===== config.mk =====
export PLATFORM = sky130hd
export DESIGN_NAME = cci_rd_arbiter
export DESIGN_NICKNAME = d
export VERILOG_FILES = /design/src/rtl/cci_rd_arbiter.sv
export SDC_FILE = /design/constraint.sdc
export NUM_CORES = 1
export LEC_CHECK = 0
export ABC_AREA = 1
export CORE_AREA = 2 2 540 542
export CTS_BUF_LIST = sky130_fd_sc_hd__clkbuf_4
export CTS_CLUSTER_DIAMETER = 200
export DETAILED_ROUTE_END_ITERATION = 7
export DIE_AREA = 0 0 542 544
export PLACE_DENSITY = 0.38
export SYNTH_ARGS = -nofsm -noshare
export SYNTH_HDL_FRONTEND = slang
export SYNTH_SLANG_ARGS = --single-unit

===== constraint.sdc =====
create_clock -name clk -period 4.8 [get_ports clk]
set_input_delay 0.72 -clock clk [delete_from_list [all_inputs] [get_ports clk]]
set_output_delay 0.72 -clock clk [all_outputs]
set_load 0.01 [all_outputs]

===== src/rtl/cci_rd_arbiter.sv =====
// ---------------------------------------------------------------------------
// cci_rd_arbiter
//
// Shares the CCI channel-0 read-request port among NUM_REQ internal
// requesters with a round-robin grant. It also steers channel-0 read
// responses back to the requester that issued the read.
//
// The requester ID is stamped into the top ID_W bits of mdata (hdr[13:14-ID_W]).
// Responses are decoded from the same field. Requests are issued only when
// both of these hold:
//   - the CCI TX channel is not almost full;
//   - fewer than MAX_OUTSTANDING reads are in flight.
//
// Ports
//   clk                    interface clock (single domain)
//   rst                    synchronous active-high reset
//   req_valid  [NUM_REQ]   per-requester request valid
//   req_hdr    [NUM_REQ*61] per-requester read header, requester i at [61*i +: 61]
//   req_ready  [NUM_REQ]   per-requester accept, at most one bit set
//   cci_tx_rd_almostfull   channel-0 TX almost full
//   spl_tx_rd_valid/hdr    registered read request to CCI
//   cci_rx_rd_valid/hdr0/data  channel-0 read response from CCI
//   resp_valid [NUM_REQ]   one-hot response valid to the owning requester
//   resp_hdr / resp_data   registered response header/data (data broadcast)
//   outstanding            reads currently in flight
//   err_underflow          sticky: response seen while outstanding was 0
// ---------------------------------------------------------------------------
module cci_rd_arbiter #(
  parameter int NUM_REQ         = 4,
  parameter int ID_W            = 2,
  parameter int MAX_OUTSTANDING = 64,
  parameter int CNT_W           = 7
) (
  input  logic                    clk,
  input  logic                    rst,
  input  logic [NUM_REQ-1:0]      req_valid,
  input  logic [NUM_REQ*61-1:0]   req_hdr,
  output logic [NUM_REQ-1:0]      req_ready,
  input  logic                    cci_tx_rd_almostfull,
  output logic                    spl_tx_rd_valid,
  output logic [60:0]             spl_tx_rd_hdr,
  input  logic                    cci_rx_rd_valid,
  input  logic [17:0]             cci_rx_hdr0,
  input  logic [511:0]            cci_rx_data,
  output logic [NUM_REQ-1:0]      resp_valid,
  output logic [17:0]             resp_hdr,
  output logic [511:0]            resp_data,
  output logic [CNT_W-1:0]        outstanding,
  output logic                    err_underflow
);

  localparam logic [CNT_W-1:0] MaxCnt = CNT_W'(MAX_OUTSTANDING);
  localparam logic [CNT_W-1:0] CntOne = CNT_W'(1);

  logic [ID_W-1:0]    rrPtr;
  logic [ID_W-1:0]    grantIdx;
  logic               grantFound;
  logic               canIssue;
  logic               accept;
  logic [60:0]        hdrArr [NUM_REQ];
  logic [60:0]        stampedHdr;
  logic [ID_W-1:0]    rxId;
  logic [NUM_REQ-1:0] respValidNext;

  // Unpack the flat header bus so the winner can be selected by index.
  generate
    for (genvar gi = 0; gi < NUM_REQ; gi++) begin : g_unpack
      assign hdrArr[gi] = req_hdr[61*gi +: 61];
    end
  endgenerate

  // The search starts at rrPtr and wraps around; the first valid requester wins.
  always_comb begin
    int cand;
    cand       = 0;
    grantFound = 1'b0;
    grantIdx   = '0;
    for (int k = 0; k < NUM_REQ; k++) begin
      cand = int'(rrPtr) + k;
      if (cand >= NUM_REQ) cand = cand - NUM_REQ;
      if (!grantFound && req_valid[cand]) begin
        grantFound = 1'b1;
        grantIdx   = cand[ID_W-1:0];
      end
    end
  end

  // can_issue uses the registered counter. As a result, a request accepted
  // while the counter sits at MAX-1 blocks the following cycle.
  assign canIssue = !cci_tx_rd_almostfull && (outstanding < MaxCnt);
  assign accept   = canIssue && grantFound && !rst;

  generate
    for (genvar gi = 0; gi < NUM_REQ; gi++) begin : g_ready
      assign req_ready[gi] = accept && (grantIdx == ID_W'(gi));
    end
  endgenerate

  // Overwrite the top mdata bits with the requester ID. Responses carry
  // these bits back, which lets them be routed.
  always_comb begin
    stampedHdr                 = hdrArr[grantIdx];
    stampedHdr[13 -: ID_W]     = grantIdx;
  end

  // Request path and round-robin pointer.
  always_ff @(posedge clk) begin
    if (rst) begin
      spl_tx_rd_valid <= 1'b0;
      spl_tx_rd_hdr   <= '0;
      rrPtr           <= '0;
    end else begin
      spl_tx_rd_valid <= accept;
      if (accept) begin
        spl_tx_rd_hdr <= stampedHdr;
        rrPtr         <= (int'(grantIdx) == NUM_REQ-1) ? '0 : grantIdx + ID_W'(1);
      end
    end
  end

  // In-flight accounting. When an accept and a response land together, they
  // cancel out. A response that arrives with nothing outstanding cannot
  // belong to any issued read, so it flags underflow and never wraps the
  // counter.
  always_ff @(posedge clk) begin
    if (rst) begin
      outstanding   <= '0;
      err_underflow <= 1'b0;
    end else begin
      if (cci_rx_rd_valid && outstanding == '0) begin
        err_underflow <= 1'b1;
      end
      case ({accept, cci_rx_rd_valid})
        2'b10:   outstanding <= outstanding + CntOne;
        2'b01:   if (outstanding != '0) outstanding <= outstanding - CntOne;
        default: outstanding <= outstanding;
      endcase
    end
  end

  // Response routing. An ID that does not match any requester decodes to no
  // valid bit. The counter above still counts that response.
  assign rxId = cci_rx_hdr0[13 -: ID_W];

  generate
    for (genvar gi = 0; gi < NUM_REQ; gi++) begin : g_route
      assign respValidNext[gi] = cci_rx_rd_valid && (rxId == ID_W'(gi));
    end
  endgenerate

  always_ff @(posedge clk) begin
    if (rst) begin
      resp_valid <= '0;
      resp_hdr   <= '0;
      resp_data  <= '0;
    end else begin
      resp_valid <= respValidNext;
      if (cci_rx_rd_valid) begin
        resp_hdr  <= cci_rx_hdr0;
        resp_data <= cci_rx_data;
      end
    end
  end

endmodule

==> impl_results.md, run 1 <==
* CP delay by family, top: simple AND/OR/NAND/NOR gates
* Avg WL per Cell at about 25 um
* Number of max-cap violations at 0
* Worst r2r path cells at 15
* Buffers on Ports at around 1400
* Final setup vio count at 0
* Post-Syn Instances at between 3000 and 4000
* Core area at between 0.2 and 0.3 sq mm
* Routability Congestion at 0.896
* Num rows at about 200
* Hold-fix buffers, CTS at about 500
* Max_slew headroom at 28.0%
* CP max-delay cell: clkdlybuf4s50_1
* Initial DRC count at around 1600
* HP Start: cci_rx_data[86]
* First-pass GRT wire length at 291000 um
* Status: finished clean
* Buffers and inverters on the worst path at 4
* Multiplexer share of the synthesized area at 0%
* Critical Path RT at 4.08 ns
* Crit. End Element: output port
* Gr ovfl total at 0
* Class of the worst hold path: in2reg
* Largest family of logic cells by synthesized area: simple AND/OR/NAND/NOR gates
* Tot Pwr at 0.0165 W
* Crit path top cell by count: nand2_1
* Layout cell share with drive strength beyond 1 at under 10%
* CTS clock-pin slew for the worst setup and hold paths at approximately 0.06 ns
* I/O Pins at about 1400
* Register bit total from synthesis at 606
* 1st-pass router iterations at 7
* Synth warnings at 0
* Clk_lat worst skew at 1.17 ns
* R2R setup slack at about 1.0 ns
* Routed WL at about 230000 um
* Detailed placement HPWL at 185000 um
* Share of the yosys chip area belonging to registers at between 50% and 60%
* CTS tree: built
* Hold Crit Depth at 3
* CP Launch Type: flop
* Post-CTS Setup Inserts at 0
* Final core occ at 17.0%
* Critical-path cell list: inv_2 -> nand2_1 -> nand2_2 -> nand2_1 -> nand2_1 -> nor2_4 -> nand3_2 -> nand3_2 -> nand2_2 -> inv_1 -> ha_1 -> inv_1 -> nor2_1 -> clkdlybuf4s50_1
* Synth Area in Adders at less than 1%
* VDD IR max at roughly 0.28 mV
* Die height at 544 um
* Origin of the critical flop-to-flop path: rrPtr[0]
* Slew @ Worst Pin at between 1 and 1.5 ns
* Critical Path Max Stage Delay at ~0.63 ns
* Final Instance Count excl. Fillers at roughly 9200
* Max Slew Vio Count at 0
* Netlist cell types at 30
* Mapped Area at approximately 0.024 sq mm
* Simple-gate share of the synthesized area at slightly below 30%
* Setup TNS at 0 ns
* Vias after detailed routing at between 30000 and 40000
* Synthesized Nets at around 4100
* Most common cell after layout, fill and taps aside: clkdlybuf4s50_1
* Minimum clock period at 4.39 ns
* Die Wd at 542 um
* Initial antenna violation count at 94
* Leak at ~19 nW
* Skew final at slightly below 0.1 ns
* Initial core utilization at a little over 8%
* CTS Buf Count at roughly 210
* RSZ-0062 raised after global routing: no
* Compound-Gate Fraction of Synth Area at around an eighth
* RR Endpoint: spl_tx_rd_hdr[48]
* Fmax at 228 MHz
* Worst path arrival time at between 3 and 4 ns
* PD cells at ~330 mW/mm^2
* Post-placement cell count at around 8300
* Largest net degree at the start of global routing at ~140
* Vias in the first global route at roughly 32000
* Post-route ant nets at 0
* Gr usage total at 14.7%
* Post-route DRC at 0
* Vias/cell at 3.31
* Xor/xnor share of the synthesized area at 0.149%
* Final Hold Fails at 0
* CTS root buf: clkbuf_4
* Hold endpoint: resp_data[86]
* PostCTS Resize Cnt at 0
* Avg Inst Size Synth at 7.10 sq um
* Clk sink count at ~610
* CP Class: reg2out
* Fin nets at between 6000 and 7000
* Commonest cells after routing, fill and taps aside: clkdlybuf4s50_1 (1379), nor2_1 (1285), dfxtp_1 (606)
* Max H-tree Level at 4
* CP Max Fanout at 12
* Layout area overhead at 109%
* Tcrit/Tclk final at between 90% and 100%
* DIE AREA at 0.295 sq mm
* CTS max path bufs at 4
* Filler cells at approximately 33000
## worst max-delay path by stage
stage	start	endpoint	slack (ns)	cells after the start
2_1_floorplan	req_valid[3]	req_ready[3]	1.90	14
3_3_place_gp	req_valid[3]	req_ready[3]	0.97	14
4_1_cts	rrPtr[0]	req_ready[3]	0.06	14
6_report	rrPtr[0]	req_ready[3]	0.41	14
5_1_grt	rrPtr[0]	req_ready[3]	0.01	14
3_5_place_dp	req_valid[3]	req_ready[3]	0.99	14
## layer usage
layer | share of wire [%] | vias to the layer above | GRT usage (%)
li1 | - | 14408 | -
met1 | 38 | 14059 | 15.7
met2 | 42 | 1452 | 22.4
met3 | 16 | 392 | 10.8
met4 | 3.0 | 26 | 4.53
met5 | 0.076 | - | 0
## cells in the mapped netlist (all sizes together)
cell type	n	area share, %
buf	54	1.3
o21a	1	0.032
nor3	5	0.11
nand3	98	2.1
or2	1	0.027
nand2	333	5.4
clkinv	1	0.016
a21oi	40	0.87
nand3b	27	0.86
inv	118	1.9
a31oi	1	0.027
clkbuf	183	2.9
dfxtp	606	52
nor4	2	0.053
xnor2	2	0.074
xor2	2	0.074
fa	1	0.085
nor2	1287	21
ha	9	0.48
o21ai	541	12
## per-stage QoR
stage	hold WS, ns	area, sq um	worst slack, ns
floorplan	0.505	23500	1.90
global placement	0.458	41600	0.970
detailed placement	0.463	41600	0.990
CTS	0.000973	49100	0.0634
global route	0.100	49200	0.0106
finish	0.228	49200	0.411
## flip-flops by register name, indices dropped and copies added, names as in the netlist
| register | flops |
|---|---|
| resp_data | 512 |
| spl_tx_rd_hdr | 61 |
| resp_hdr | 18 |
| outstanding | 7 |
| resp_valid | 4 |
| rrPtr | 2 |
| err_underflow | 1 |
| spl_tx_rd_valid | 1 |
## kinds of logic after synthesis
group / Yosys count
xor+xnor: 4
flops: 606
fa+ha+maj: 10
buf+inv: 356
simple gates: 1753
compound gates: 583
## area by class of cell
class	instances	area [sq um]	area share, %
Timing Repair Buffer	1923	19300	39.3
Sequential cell	606	12100	24.7
Antenna cell	30	75.1	0.153
Tap cell	3800	4750	9.66
Inverter	119	463	0.941
Clock buffer	304	2280	4.64
Clock inverter	42	208	0.422
Multi-Input combinational cell	2350	9970	20.3
## power by group
part / switching, W / internal, W / total (W)
combinational: 0.00287 / 0.00217 / 0.00504
sequential: 0.000253 / 0.00546 / 0.00571
clock: 0.00283 / 0.00290 / 0.00574
total: 0.00596 / 0.0105 / 0.0165
## tightest hold or removal path: cells and delay by family
family        cells  cell delay (ns)
buf+inv           1             0.48
simple gates      2             0.19
(Power assumes the default switching activity.)
==> run 2, diff against run 1 <==
CORE_AREA = 2 2 545 547   (was 2 2 540 542)
DIE_AREA = 0 0 547 549   (was 0 0 542 544)
==> impl_results.md, run 2 (synthesis results as in run 1) <==
* Minimum clock period at ~4.3 ns
* Final setup vio count at 0
* Max Slew Vio Count at 0
* Class of the worst hold path: in2reg
* Multi-input logic area at roughly 0.010 sq mm
* Filler cells at 33596
* Vias/cell at about 3.3
* Max_slew headroom at approximately a third
* Critical Path RT at ~4 ns
* Slew @ Worst Pin at between 1 and 1.5 ns
* Post-route DRC at 0
* Gr ovfl total at 0
* Crit. End Element: output port
* Routability Congestion at about 0.9
* Critical Path Max Stage Delay at approximately 0.58 ns
* Num rows at 200
* CP Class: reg2out
* Crit path top cell by count: inv_2
* Final Hold Fails at 0
* Buffers and inverters on the worst path at 4
* CTS clock-pin slew for the worst setup and hold paths at 0.06 ns
* Leak at around 20 nW
* Fin nets at about 6000
* CTS root buf: clkbuf_4
* CP Max Fanout at 27
* Vias after detailed routing at slightly above 30000
* Buffers on Ports at 1381
* First-pass GRT wire length at roughly 300000 um
* Initial DRC count at ~1700
* Commonest cells after routing, fill and taps aside: clkdlybuf4s50_1 (1378), nor2_1 (1285), dfxtp_1 (604)
* VDD IR max at 0.339 mV
* RSZ-0062 raised after global routing: no
* Gr usage total at between 10% and 20%
* Clk_lat worst skew at approximately 1.2 ns
* CTS Buf Count at 208
* CP max-delay cell: clkdlybuf4s50_1
* Clk sink count at ~610
* Largest regs: resp_data: 512 flops, spl_tx_rd_hdr: 61 flops, resp_hdr: 18 flops
* Max H-tree Level at 4
* Die height at 549 um
* Fmax at approximately 230 MHz
* Tcrit/Tclk final at ~89%
* PD cells at around 330 mW/mm^2
* Post-route ant nets at 0
* Initial antenna violation count at 95
* Setup TNS at 0 ns
* Register area at around 0.012 sq mm
* Layout cell share with drive strength beyond 1 at under 10%
* CP delay by family, top: buffers and inverters
* Avg WL per Cell at between 20 and 25 um
* Number of max-cap violations at 0
* Layout area overhead at 112%
* Skew final at ~0.12 ns
* Critical-path cell list: inv_2 -> nand2_1 -> nand2_2 -> o21ai_0 -> nand3_2 -> nand2_4 -> nand2_8 -> inv_2 -> ha_1 -> inv_1 -> nor2_1 -> clkdlybuf4s50_1
* CP Launch Type: flop
* CTS max path bufs at 4
* Routed WL at 233000 um
* Max reg flops at about 510
* Status: finished clean
* Final Instance Count excl. Fillers at 9356
* CTS tree: built
* Most flops, register: resp_data
* Largest net degree at the start of global routing at between 100 and 150
* DIE AREA at ~0.3 sq mm
* Most common cell after layout, fill and taps aside: clkdlybuf4s50_1
* 1st-pass router iterations at 5
* Post-placement cell count at around 8400
* Initial core utilization at 7.97%
* I/O Pins at approximately 1400
* Die Wd at about 550 um
* Vias in the first global route at 31710
* Worst path arrival time at between 3 and 4 ns
* Detailed placement HPWL at 191000 um
* Core area at approximately 0.30 sq mm
-- run 2: changes by cell type in the layout (fill, tap and decap cells not counted), sizes merged --
cell	change
inv	+2
clkbuf	-27
dlygate4sd3	+45
dlygate4sd2	+1
buf	+1
clkinv	+22
clkdlybuf4s50	-1
-- run 2: layer usage --
metal	global-route usage (%)	wire, um
met1	15.7	87500
met2	22.8	99000
met3	11.9	40400
met4	3.48	5900
met5	0	236
-- run 2: worst paths after layout --
path	cells past startpoint	slack, ns	start	endpoint
worst min-delay path	3	0.19	cci_rx_data[313]	resp_data[313]
worst max register to register	16	1.00	rrPtr[1]	spl_tx_rd_hdr[18]
worst max-delay path	12	0.52	rrPtr[0]	req_ready[1]
worst min register to register	2	0.49	err_underflow	err_underflow
-- run 2: worst min-delay path: stages --
cell             delay (ns)
clkdlybuf4s50_1        0.49
nor2_1                 0.16
nor2_1                 0.06
-- run 2: cell type report --
cell class / count / share of cell area, %
timing repair buffer: 1969 / 39.8
sequential: 606 / 24.4
multi-input combinational: 2350 / 20.0
tap: 3939 / 9.90
clock buffer: 277 / 4.18
inverter: 119 / 0.930
clock inverter: 66 / 0.678
antenna: 30 / 0.151
-- run 2: repair_timing --
action / 4_1_cts / 5_1_grt
buffers inserted: 0 / 0
setup endpoints to repair: 3 / 1
gates resized for setup: 3 / 1
gates cloned: 0 / 0
endpoints found under the hold margin: 525 / 0
hold buffers: 546 / 0
-- run 2: power by group --
group	switching (W)	total (W)	internal, W
combinational	0.00297	0.00517	0.00220
clock	0.00294	0.00565	0.00271
sequential	0.000254	0.00571	0.00545
-- run 2: stage by stage --
step                cell area (sq um)  worst slack (ns)  power, W  utilization, %  hold WS [ns]
global route                    49800            0.0663    0.0176            16.9       0.00150
global placement                41800             0.720    0.0106            14.2         0.459
detailed placement              41800             0.788    0.0106            14.2         0.480
finish                          49800             0.516    0.0165            16.9         0.189
floorplan                       23500              1.90   0.00766               -         0.505
CTS                             49700            0.0704    0.0171            16.9      0.000498
